`src/rtl/seq_det_p.sv`:
```
// seq_det_p: serial pattern detector with loadable N-bit pattern, overlap select and saturating match count.
module seq_det_p #(
  parameter int N  = 3,
  parameter int CW = 3
) (
  input  logic          clk,
  input  logic          rst,
  input  logic          en,
  input  logic          i,
  input  logic [N-1:0]  a,
  input  logic          ld,
  input  logic          ovl,
  input  logic          clr,
  output logic          o,
  output logic [CW-1:0] y
);
  localparam int FW = $clog2(N + 1);
  localparam logic [FW-1:0] FULL = FW'(N);
  logic [N-1:0]  pat, sr, nxt;
  logic [FW-1:0] fill, fill_nxt;
  logic          match;
  assign nxt      = {sr[N-2:0], i};
  assign fill_nxt = (fill == FULL) ? fill : fill + 1'b1;
  // fill gate keeps the zeroed shift register from matching before N real bits arrive
  assign match    = en && !ld && (fill_nxt == FULL) && (nxt == pat);
  always_ff @(posedge clk or posedge rst) begin
    if (rst) begin
      pat  <= '0;
      sr   <= '0;
      fill <= '0;
      o    <= 1'b0;
      y    <= '0;
    end else begin
      o <= match;
      if (clr) y <= '0;
      else if (match && y != '1) y <= y + 1'b1;
      if (ld) begin
        pat  <= a;
        sr   <= '0;
        fill <= '0;
      end else if (en) begin
        sr   <= nxt;
        fill <= match ? (ovl ? FULL : '0) : fill_nxt;
      end
    end
  end
endmodule
```
`config.mk`:
```
export PLATFORM = sky130hd
export DESIGN_NAME = seq_det_p
export DESIGN_NICKNAME = d
export VERILOG_FILES = /design/src/rtl/seq_det_p.sv
export SDC_FILE = /design/constraint.sdc
export NUM_CORES = 1
export LEC_CHECK = 0
export BUFFER_PORTS_ARGS = -buffer_cell sky130_fd_sc_hd__buf_2
export CORE_AREA = 2 2 39 41
export CTS_CLUSTER_SIZE = 30
export DETAILED_ROUTE_END_ITERATION = 8
export DIE_AREA = 0 0 41 43
export PLACE_DENSITY = 0.68
export SYNTH_ARGS = -nofsm -noshare
export SYNTH_HDL_FRONTEND = slang
export SYNTH_SLANG_ARGS = --single-unit
```
`constraint.sdc`:
```
create_clock -name clk -period 4.86 [get_ports clk]
set_input_delay 0.729 -clock clk [delete_from_list [all_inputs] [get_ports clk]]
set_output_delay 0.729 -clock clk [all_outputs]
set_load 0.05 [all_outputs]
```
==> metrics.txt <==
RSZ-0062 raised after global routing=false; vias per inst=4.909; Setup Skew=0.003199 ns; post-synthesis sequential area ratio=48.57%; post-synthesis instance area=566.8 um2; Final Setup Violations=0; fin crit share=35.79%; post-synthesis mux area share=15.67%; # DRC=0; Yosys top cell area share=48.57%; clk_lat worst skew=0.27 ns; postcts setup bufs=0; largest cells by area after synthesis=dfrtp_1 (49%), mux2i_1 (7.1%), mux2_2 (6.0%), xor2_1 (4.6%), ha_1 (4.4%); Synth Area in Simple Gates=17.44%; largest net degree at the start of global routing=12; Fmax achieved=574.9 MHz; syn avg cell area=12.32 um2; Core Util, Final=47.92%; WL met1=432 um; clock sink total=11; Final ANT Viol Nets=0; Synth area leader=dfrtp_1; Area growth syn-to-layout=17.00%; biggest cell delay along the critical path=0.41 ns; CP Data Arrival Time=1.89 ns; die height=43 um; Max-slew headroom=68.02%; TritonCTS clock tree=yes; synth unique cells=21; Worst-Margin Slew=0.4754 ns; Power Total=0.0001839 W; YS warnings=0; DR WL met3=40 um; status=finished clean; via count=378; commonest non-fill, non-tap cells in the layout=buf_2 (13), dfrtp_1 (11), nand2b_1 (4), mux2i_1 (4); CP cell instances=ha_1, ha_1, nand4bb_1, nor4_4, mux2_4; most common cell after layout, fill and taps aside=buf_2; Fill cells=142; Detailed Routing Iterations Pass 1=3; Cells after Synth=46; Post-CTS Hold Fix Bufs=0; Reg clk slew, reported paths=0.07 ns; grt ovf=0; Synth Area in Compound Gates=5.740%; TNS Setup=0 ns; Row Count=14; syn nets=58; worst-path maximum fanout=4; max_cap viols=0; routed length on met2=392 um; H-tree Lvls=1; top sig layer=met4; first-pass GRT wire length=1414 um; Hold Violations, Final=0; Die W=41 um; P_sw=0.00004718 W; Top Ports=14; Hold Crit Class=in2async; Clk pwr share=33.8%; DRT iter0 DRCs=5; Gate power share=12.0%; vias in the first global route=347; clock root buffer=clkbuf_4; die area=0.001763 mm2; #FFs+latches synth=11; total CTS buffers=3; slowest CP cell=dfrtp_1; All-Layer GR Usage=13.01%; Pwr Density=277.3 mW/mm2; Critical Path Source Type=register; Core ar.=0.001384 mm2; initial antenna violation count=0; Reg power frac=54.1%; sequential cell area=275.3 um2; antenna fix cells=0; Port Buf Inserts=13; WP data required=5.01 ns; post-route minimum period=1.739 ns; XOR/XNOR Fraction of Synth Area=4.636%; Post-CTS Resized=0; Sw Ratio=25.66%; share of cells above drive strength 1=37.70%; initial core utilization=40.96%; largest family of logic cells by synthesized area=simple AND/OR/NAND/NOR gates; RePlAce Congestion=0.7037; Pint=0.0001367 W; Final Max Tran Viols=0; Critical Path Sink Type=register; WL/cell=11.64 um; VDD IR max=169.3 uV; Bufs on Longest Clock Path=2; drt total wl=896 um; leakage power=0.3264 nW; critical path type=reg2reg; layout net count=74; multi-input logic area=271.5 um2; Crit path top cell by count=ha_1; area share of fa/ha/maj cells after synthesis=4.415%
## cell families (layout without fill, tap and decap cells)
family | after synthesis | after routing
adders and majority gates | 2 | 2
and+or+nand+nor | 14 | 14
xor gates and xnor gates | 3 | 3
AOI/OAI and AO/OA | 5 | 5
muxes | 8 | 8
buffers and inverters | 3 | 18
DFF | 11 | 11
## synth_stat cells (all sizes together)
library cell  count
buf               2
nand3b            1
o21ba             1
nor4              2
a211oi            1
a21oi             2
mux2i             4
nor2              3
inv               1
xor2              3
ha                2
nor2b             2
dfrtp            11
nand2             1
o21ai             1
mux2              4
nand4bb           1
nand2b            4
## cell type report
type	count	area share, %
clock buffer	3	3.396
clock inverter	1	0.7547
inverter	1	0.5660
multi-input combinational	32	40.94
sequential	11	41.51
tap	16	3.019
timing repair buffer	13	9.811
## path summary, 6_finish.rpt
| kind | endpoint | depth (start not counted) | slack, ns | startpoint |
|---|---|---|---|---|
| worst min register to register | pat[2] | 1 | 0.54 | pat[2] |
| worst max-delay path | y[0] | 5 | 3.12 | y[0] |
| worst max register to register | y[0] | 5 | 3.12 | y[0] |
| min in group clk | pat[2] | 1 | 0.54 | pat[2] |
| max in group asynchronous | y[2] | 2 | 4.12 | rst |
| worst min-delay path | fill[0] | 2 | 0.44 | rst |
## critical path: cells and delay by family, from the launching register on
family	cells	cell delay [ns]
fa+ha+maj	2	0.39
flops	1	0.41
simple gates	2	0.50
mux	1	0.33
## power by group through the flow
stage	registers, W	logic, W	clock network [W]
2_1_floorplan	0.000101	0.0000169	0
3_3_place_gp	0.000101	0.0000219	0
3_5_place_dp	0.000101	0.0000223	0
4_1_cts	0.0000996	0.0000224	0.0000646
5_1_grt	0.000100	0.0000246	0.0000720
6_report	0.0000995	0.0000221	0.0000622
## metrics by stage
stage,setup WS (ns),std cells,cell area [um2],hold slack (ns)
global placement,3.026,73,635.6,0.5158
detailed placement,3.009,73,635.6,0.5231
global route,3.007,77,663.1,0.4517
floorplan,2.936,46,566.8,0.5007
CTS,3.108,77,663.1,0.4416
finish,3.121,77,663.1,0.4432
## layer usage
layer  vias to the layer above  global-route usage, %
met4                         0                  12.00
met3                         4                  4.712
met5                         -                      0
met1                       175                  14.72
met2                        10                  17.81
li1                        189                      -
## sequential cells by signal, indices dropped and copies added, names as in the netlist
| signal | cells |
|---|---|
| fill | 2 |
| o | 1 |
| pat | 3 |
| sr | 2 |
| y | 3 |
Note: power is estimated with default switching activity, not from simulation.
